<file path="src/rtl/exec_pipe_regbank.sv">
// Register bank plus two-stage ALU execute pipeline with operand forwarding,
// a host write port that overrides writeback, and a saturating retire counter.
module exec_pipe_regbank #(
    parameter int unsigned WIDTH   = 32,
    parameter int unsigned NREGS   = 32,
    parameter int unsigned ZERO_R0 = 1,
    localparam int unsigned AW     = $clog2(NREGS)
) (
    input  logic             clk,
    input  logic             reset,
    input  logic             host_we,
    input  logic [AW-1:0]    host_dr,
    input  logic [WIDTH-1:0] host_data,
    input  logic             iss_valid,
    output logic             iss_ready,
    input  logic [3:0]       iss_mode,
    input  logic [AW-1:0]    iss_sr1,
    input  logic [AW-1:0]    iss_sr2,
    input  logic [AW-1:0]    iss_dr,
    output logic             wb_valid,
    output logic [AW-1:0]    wb_dr,
    output logic [WIDTH-1:0] wb_data,
    output logic             wb_zero,
    output logic             wb_carry,
    input  logic [AW-1:0]    dbg_addr,
    output logic [WIDTH-1:0] dbg_data,
    output logic [15:0]      op_count
);
    localparam int unsigned SW = $clog2(WIDTH);

    logic [WIDTH-1:0] regs_q [NREGS];
    logic [WIDTH-1:0] regs_d [NREGS];

    logic             ex_valid_q, ex_valid_d;
    logic [3:0]       ex_mode_q, ex_mode_d;
    logic [AW-1:0]    ex_dr_q, ex_dr_d;
    logic [WIDTH-1:0] ex_op1_q, ex_op1_d, ex_op2_q, ex_op2_d;

    logic             wb_valid_q, wb_valid_d;
    logic             wb_fwd_q, wb_fwd_d;
    logic [AW-1:0]    wb_dr_q, wb_dr_d;
    logic [WIDTH-1:0] wb_data_q, wb_data_d;
    logic             wb_zero_q, wb_zero_d, wb_carry_q, wb_carry_d;
    logic [15:0]      op_count_q, op_count_d;

    logic             accept;
    logic [WIDTH-1:0] alu_res;
    logic             alu_carry;
    logic [WIDTH:0]   alu_sum, alu_diff;
    logic [SW-1:0]    alu_shamt;
    logic [WIDTH-1:0] op1_sel, op2_sel;

    // Source priority: hardwired zero, then EX result, then WB result, then regfile.
    function automatic logic [WIDTH-1:0] pick_operand(
        input logic [AW-1:0]    src,
        input logic [WIDTH-1:0] rf_val,
        input logic             ex_hit,
        input logic [WIDTH-1:0] ex_val,
        input logic             wb_hit,
        input logic [WIDTH-1:0] wb_val
    );
        if ((ZERO_R0 != 0) && (src == {AW{1'b0}})) begin
            return {WIDTH{1'b0}};
        end else if (ex_hit) begin
            return ex_val;
        end else if (wb_hit) begin
            return wb_val;
        end else begin
            return rf_val;
        end
    endfunction

    assign iss_ready = ~host_we;
    assign accept    = iss_valid & iss_ready;

    // ALU on the EX-stage operands.
    always_comb begin
        alu_sum   = {1'b0, ex_op1_q} + {1'b0, ex_op2_q};
        alu_diff  = {1'b0, ex_op1_q} + {1'b0, ~ex_op2_q} + {{WIDTH{1'b0}}, 1'b1};
        alu_shamt = ex_op2_q[SW-1:0];
        alu_res   = {WIDTH{1'b0}};
        alu_carry = 1'b0;
        case (ex_mode_q)
            4'd0:  begin alu_res = alu_sum[WIDTH-1:0];  alu_carry = alu_sum[WIDTH];  end
            4'd1:  begin alu_res = alu_diff[WIDTH-1:0]; alu_carry = alu_diff[WIDTH]; end
            4'd2:  alu_res = ex_op1_q & ex_op2_q;
            4'd3:  alu_res = ex_op1_q | ex_op2_q;
            4'd4:  alu_res = ex_op1_q ^ ex_op2_q;
            4'd5:  alu_res = ~ex_op1_q;
            4'd6:  alu_res = ex_op1_q << alu_shamt;
            4'd7:  alu_res = ex_op1_q >> alu_shamt;
            4'd8:  alu_res = $unsigned($signed(ex_op1_q) >>> alu_shamt);
            4'd9:  alu_res = {{(WIDTH-1){1'b0}}, ($signed(ex_op1_q) < $signed(ex_op2_q))};
            4'd10: alu_res = {{(WIDTH-1){1'b0}}, (ex_op1_q < ex_op2_q)};
            4'd11: alu_res = ex_op2_q;
            default: alu_res = {WIDTH{1'b0}};
        endcase
    end

    // Operand read with forwarding at the issue edge.
    always_comb begin
        op1_sel = pick_operand(iss_sr1, regs_q[iss_sr1],
                               ex_valid_q && (ex_dr_q == iss_sr1), alu_res,
                               wb_valid_q && wb_fwd_q && (wb_dr_q == iss_sr1), wb_data_q);
        op2_sel = pick_operand(iss_sr2, regs_q[iss_sr2],
                               ex_valid_q && (ex_dr_q == iss_sr2), alu_res,
                               wb_valid_q && wb_fwd_q && (wb_dr_q == iss_sr2), wb_data_q);
    end

    // Pipeline next-state; a host write to the EX destination drops its WB forward.
    always_comb begin
        ex_valid_d = accept;
        ex_mode_d  = ex_mode_q;
        ex_dr_d    = ex_dr_q;
        ex_op1_d   = ex_op1_q;
        ex_op2_d   = ex_op2_q;
        if (accept) begin
            ex_mode_d = iss_mode;
            ex_dr_d   = iss_dr;
            ex_op1_d  = op1_sel;
            ex_op2_d  = op2_sel;
        end else begin
            ex_mode_d = ex_mode_q;
        end

        wb_valid_d = ex_valid_q;
        wb_fwd_d   = ex_valid_q & ~(host_we & (host_dr == ex_dr_q));
        wb_dr_d    = wb_dr_q;
        wb_data_d  = wb_data_q;
        wb_zero_d  = wb_zero_q;
        wb_carry_d = wb_carry_q;
        if (ex_valid_q) begin
            wb_dr_d    = ex_dr_q;
            wb_data_d  = alu_res;
            wb_zero_d  = (alu_res == {WIDTH{1'b0}});
            wb_carry_d = alu_carry;
        end else begin
            wb_dr_d = wb_dr_q;
        end

        if (wb_valid_q && (op_count_q != 16'hFFFF)) begin
            op_count_d = op_count_q + 16'd1;
        end else begin
            op_count_d = op_count_q;
        end
    end

    // Regfile next-state; host write applied last so it wins a same-address collision.
    always_comb begin
        regs_d = regs_q;
        if (wb_valid_q && !((ZERO_R0 != 0) && (wb_dr_q == {AW{1'b0}}))) begin
            regs_d[wb_dr_q] = wb_data_q;
        end else begin
            regs_d[0] = regs_q[0];
        end
        if (host_we && !((ZERO_R0 != 0) && (host_dr == {AW{1'b0}}))) begin
            regs_d[host_dr] = host_data;
        end else begin
            regs_d[0] = regs_d[0];
        end
    end

    // State registers.
    always_ff @(posedge clk or posedge reset) begin
        if (reset) begin
            for (int i = 0; i < NREGS; i++) begin
                regs_q[i] <= {WIDTH{1'b0}};
            end
            ex_valid_q <= 1'b0;
            ex_mode_q  <= 4'd0;
            ex_dr_q    <= {AW{1'b0}};
            ex_op1_q   <= {WIDTH{1'b0}};
            ex_op2_q   <= {WIDTH{1'b0}};
            wb_valid_q <= 1'b0;
            wb_fwd_q   <= 1'b0;
            wb_dr_q    <= {AW{1'b0}};
            wb_data_q  <= {WIDTH{1'b0}};
            wb_zero_q  <= 1'b0;
            wb_carry_q <= 1'b0;
            op_count_q <= 16'd0;
        end else begin
            regs_q     <= regs_d;
            ex_valid_q <= ex_valid_d;
            ex_mode_q  <= ex_mode_d;
            ex_dr_q    <= ex_dr_d;
            ex_op1_q   <= ex_op1_d;
            ex_op2_q   <= ex_op2_d;
            wb_valid_q <= wb_valid_d;
            wb_fwd_q   <= wb_fwd_d;
            wb_dr_q    <= wb_dr_d;
            wb_data_q  <= wb_data_d;
            wb_zero_q  <= wb_zero_d;
            wb_carry_q <= wb_carry_d;
            op_count_q <= op_count_d;
        end
    end

    assign wb_valid = wb_valid_q;
    assign wb_dr    = wb_dr_q;
    assign wb_data  = wb_data_q;
    assign wb_zero  = wb_zero_q;
    assign wb_carry = wb_carry_q;
    assign op_count = op_count_q;
    assign dbg_data = regs_q[dbg_addr];
endmodule
</file>
<file path="config.mk">
export PLATFORM = sky130hd
export DESIGN_NAME = exec_pipe_regbank
export DESIGN_NICKNAME = d
export VERILOG_FILES = /design/src/rtl/exec_pipe_regbank.sv
export SDC_FILE = /design/constraint.sdc
export NUM_CORES = 2
export LEC_CHECK = 0
export CAP_MARGIN = 25
export CORE_AREA = 2 2 388 390
export DETAILED_ROUTE_END_ITERATION = 6
export DIE_AREA = 0 0 390 392
export PLACE_DENSITY_LB_ADDON = 0.15
export RECOVER_POWER = 50
export SLEW_MARGIN = 20
export SYNTH_ARGS = -nofsm -noshare
export SYNTH_HDL_FRONTEND = slang
export SYNTH_SLANG_ARGS = --single-unit
</file>
<file path="constraint.sdc">
create_clock -name clk -period 55.1 [get_ports clk]
set_input_delay 11.02 -clock clk [delete_from_list [all_inputs] [get_ports clk]]
set_output_delay 11.02 -clock clk [all_outputs]
set_load 0.02 [all_outputs]
</file>
---- Yosys cells after proc, flatten, opt, wreduce, memory -nomap -nowiden ----
Cells that the tools add are included.
word-level totals
  memories kept ........................... 0
  input port bits ......................... 65
  RAM bits ................................ 0
  output and inout port bits .............. 89
  word-level logic and storage cells ...... 137
  memory bits (read-only) ................. 0
  bits in latches ......................... 0
  flip-flop bits (word level) ............. 1,155
operators by class
  muxes and demuxes ....................... 27
  equal/unequal tests ..................... 17
  bitwise operators ....................... 15
  divide/modulo/power cells ............... 0
  shifts and indexed selects .............. 3
  reduce and logical (&&, ||, !) cells .... 18
  add/subtract/negate cells ............... 4
  multipliers ............................. 0
  $lt $le $gt $ge ......................... 9
operator list
  kind                                           number
  bitwise mux 1024 bit                           2
  two-way mux 992 bit                            2
  two-way mux 32 bit                             16
  binary-select mux 32 bit (select 5 bit)        3
  case mux 32 bit (12 select lines)              1
  demux 32 bit (select 5 bit)                    2
  adder 32 x 32 -> 33 bit                        2
  less-than comparator 32 bit                    2
  inverter 32 bit                                2
  adder 33 x 1 -> 33 bit, second input constant  1
  bitwise AND 32 bit                             1
  zero test 32 bit                               1
  OR 32 bit                                      1
  << shifter 32 x 5 -> 32 bit                    1
  right shift 32 x 5 -> 32 bit                   1
  >>> shifter 32 x 5 -> 32 bit                   1
  bitwise XOR 32 bit                             1
  >= comparator 6 bit, second input constant     5
  inverter 5 -> 6 bit                            5
  == test 5 bit                                  5
  zero test 5 bit                                4
  adder 16 x 1 -> 16 bit, second input constant  1
  == test 4 x 3 -> 1 bit, second input constant  4
  == test 4 bit, second input constant           4
  other kinds (10)                               25

---- Longest topological paths before layout ----
  depth after elaboration ................. 9
  gate-level depth with buffers ........... 17
  depth with buffers taken out ............ 15

---- Least setup slack after synthesis ----
OpenSTA, ideal clock, no wires.
  path kind ............................... input to output
  start point ............................. in dbg_addr[0]
  end point ............................... out dbg_data[14]
  buffers on the path ..................... 3
  slack ................................... 30,502 ps
  arrival time ............................ 13,578 ps
  required time ........................... 44,080 ps
  stages on the path ...................... 6
  cell sequence ........................... clkbuf_1 clkbuf_1 buf_1 mux4_2 mux4_2 mux2_2
on the way
  word-level cells in the longest chain between the ends .. 4
ends and longest elaborated chain
  what                                                    RTL line  source
  start: declaration                                      25        input logic [AW-1:0] dbg_addr,
  inverter 5 -> 6 bit (implied by the code)               204       assign dbg_data = regs_q[dbg_addr];
  binary-select mux 32 bit (select 5 bit)                 204
  two-way mux 32 bit (implied by the code) (2 in series)  204
  end: declaration                                        26        output logic [WIDTH-1:0] dbg_data,
Every way passes these cells. The select of a mux whose other input is x is not followed.

---- Final worst setup path ----
  start point ............................. in dbg_addr[0]
  end point ............................... out dbg_data[7]
The elaborated chain is that of the path after synthesis.

==> results_dict.tcl <==
set metrics [dict create \
    outcome "finished, violations left" \
    violations "design-rule violations, max-capacitance violations, max-slew violations" \
    cts_buffer_depth 3 \
    setup_tns_ps 0 \
    p_comb_share_pct 45.1 \
    cts_made_buffers 132 \
    port_buffers 153 \
    post_cts_resized 0 \
    async_flop_share_pct 100 \
    ys_ff_latch 1155 \
    ys_seq_area_share_pct 33.1 \
    track_usage_pct 50.1 \
    synth_cell_types 95 \
    r2r_cells 12 \
    cp.arrival_ps 15440 \
    clk_latency_ps 810 \
    cp.required_ps 44080 \
    wl_um 384000 \
    cts.sinks 1155 \
    fin_crit_ps 26460 \
    cp-endpoint "dbg_data[7]" \
    grt_max_degree 141 \
    drc 2 \
    worst_slew_pin_slew_ps 4970 \
    routabilityCongestion 1.03 \
    powerDensity_nw_per_um2 49.5 \
    yosysWarnings 0 \
    via_per_inst 7.86 \
    vias 76600 \
    cpPeakStageDelay_ps 840 \
    syn_area_um2 87200 \
    htree_levels 4 \
    postSynthAreaPerCell_um2 10.7 \
    drt-initial-drc-count 12600 \
    grt_pass1_vias 73400 \
    maxCapViolations 53 \
    antenna_found_initial 32 \
    cp-end-kind "output port" \
    setup_violations 0 \
    netlist_instances 8148 \
    grt_pass1_wl_um 545000 \
    ios 154 \
    worstSetupPathType "in -> out" \
    post_cts.repair.setup_buffers 0 \
    nets 7861 \
    root_buffer "clkbuf_16" \
    synth_edf_count 0 \
    die_w_um 390 \
    p_switching_w 0.00194 \
    cts_tree "built" \
    r2r_start "ex_op2_q[0]" \
    row_count 142 \
    rsz0062_at_grt "false" \
    ant_nets 0 \
    fmax_ghz 0.0378 \
    synth_ff_type "dfrtp_1" \
    coreArea_um2 149000 \
    synth_top_area_share_pct 33.1 \
    synth_area_leaders "dfrtp_1 33%, mux4_2 26%, mux2i_1 11%" \
    clk_pin_slew_worst_paths_ps 50 \
    rr_endpoint "wb_zero" \
    startpoint "dbg_addr[0]" \
    final_max_slew_viol_count 2117 \
    critPathMaxFanout 63 \
    p_clk_share_pct 20.2 \
    die_area_um2 153000 \
    power_leakage_nw 36.7 \
    cts_hold_buf 0 \
    grt_remaining_overflow 0 \
    synth_most_common_cell "dfrtp_1" \
    first_pass_iters 7 \
    skew_ps 45.4 \
    p_seq_share_pct 34.7 \
    dpl.hpwl_um 234000 \
    crit_slowest_cell "buf_4" \
    fin_crit_sh_pct 48.0 \
    ir_drop_uv 39.9 \
    dp_cells 9484 \
    wire_per_inst_um 39.4 \
    crit_chain "buf_8 > buf_4 > buf_4 > mux4_2 > mux4_2 > mux2_2 > clkdlybuf4s50_1" \
    start_kind "input pin" \
    synth_nets 8319 \
    hp-class "reg -> reg" \
    drive_gt1_share_pct 21.5 \
    fp.dieH_um 392 \
    yosysTopAreaCell "dfrtp_1" \
    hold_viol 0 \
    slew_headroom_pct -231 \
    intPower_w 0.00274 \
    rrSetupSlack_ps 45270 \
    holdWs_ps 417 \
    yosys-top-cells-count "1155 x dfrtp_1, 1012 x mux4_2, 945 x mux2i_1" \
    layout-area-overhead-vs-synth_pct 8.49 \
    stdcell_count 9752 \
    initial_core_util_pct 58.6 \
    switching_share_pct 41.5 \
]
-- routing by layer --
| layer | vias to the layer above | wire length, µm | part of all wire (%) | track usage [%] |
|---|---|---|---|---|
| met4 | 24 | 32500 | 8.4 | 34.8 |
| met3 | 1644 | 63600 | 17 | 24.5 |
| met1 | 38000 | 130000 | 34 | 62.6 |
| met5 | - | 277 | 0.072 | 0.128 |
| met2 | 6944 | 158000 | 41 | 67.8 |
| li1 | 30000 | - | - | - |
-- critical path: cells and delay by family --
kind	cells	cell delay (ps)
buffers and inverters	4	2780
multiplexers	3	1400
-- per-stage QoR --
step	power [W]	area (µm²)	worst slack (ps)	utilization (%)
4_1_cts	0.00457	94600	28630	63.5
3_5_place_dp	0.00363	90100	28630	60.5
5_1_grt	0.00484	94600	28300	63.5
6_report	0.00468	94600	28640	63.5
2_1_floorplan	0.00293	87200	11550	-
3_3_place_gp	0.00357	89600	28710	60.2
-- area by class of cell --
type | count | area (µm²)
Antenna cell | 19 | 47.5
Clock buffer | 191 | 3920
Clock inverter | 42 | 616
Fill cell | 11800 | 54300
Inverter | 101 | 380
Multi-Input combinational cell | 5874 | 54400
Sequential cell | 1155 | 28900
Tap cell | 1944 | 2430
Timing Repair Buffer | 426 | 3920
-- sequential cells by signal (all words and copies together), names as in the netlist, 4 cells and up --
register and flops:
wb_dr 5, ex_dr_q 5, ex_op1_q 32, regs_q 1024, wb_data 32, ex_op2_q 32
op_count 16, ex_mode_q 4
-- power groups by stage --
stage          combinational (W)  sequential (W)  clock [W]
3_3_place_gp             0.00199         0.00158          0
5_1_grt                  0.00221         0.00165   0.000977
6_report                 0.00211         0.00162   0.000944
2_1_floorplan            0.00150         0.00143          0
4_1_cts                  0.00204         0.00159   0.000942
3_5_place_dp             0.00204         0.00160          0
-- placed cells by master (no fill, tap or decap), drive strengths merged, types with 24 or more instances in the layout --
master         count
nor3              36
dfrtp           1155
o21ai            659
o22ai             94
nand3             47
a21oi            628
a211oi            41
a32oi            175
buf              253
o211ai            31
a221oi            26
nand2            764
dlygate4sd3       40
a22oi             33
inv              105
mux2             102
mux2i            945
clkdlybuf4s50     94
mux4            1013
xnor2             32
nor2b             31
clkbuf           230
nor2             706
nand2b            24
ha               104
-- how the worst min path moves through the flow --
stage                      start  slack (ps)      endpoint  cells past startpoint
floorplan             ex_valid_q         350      wb_valid                      0
global placement    regs_q[1023]         400  regs_q[1023]                      0
detailed placement  regs_q[1016]         400  regs_q[1016]                      0
CTS                 regs_q[1002]         420  regs_q[1002]                      0
global route        regs_q[1013]         430  regs_q[1013]                      0
finish              regs_q[1002]         420  regs_q[1002]                      0
-- cells by family after synthesis --
| kind of cell | count (synthesis) | synth area share [%] |
|---|---|---|
| muxes | 2060 | 38.3 |
| adders and majority gates | 106 | 1.54 |
| and+or+nand+nor | 1755 | 8.44 |
| DFF | 1155 | 33.1 |
| xor gates and xnor gates | 51 | 0.512 |
| AOI/OAI and AO/OA | 1902 | 13.1 |
| buffers and inverters | 1119 | 4.91 |
(Power assumes the default switching activity.)
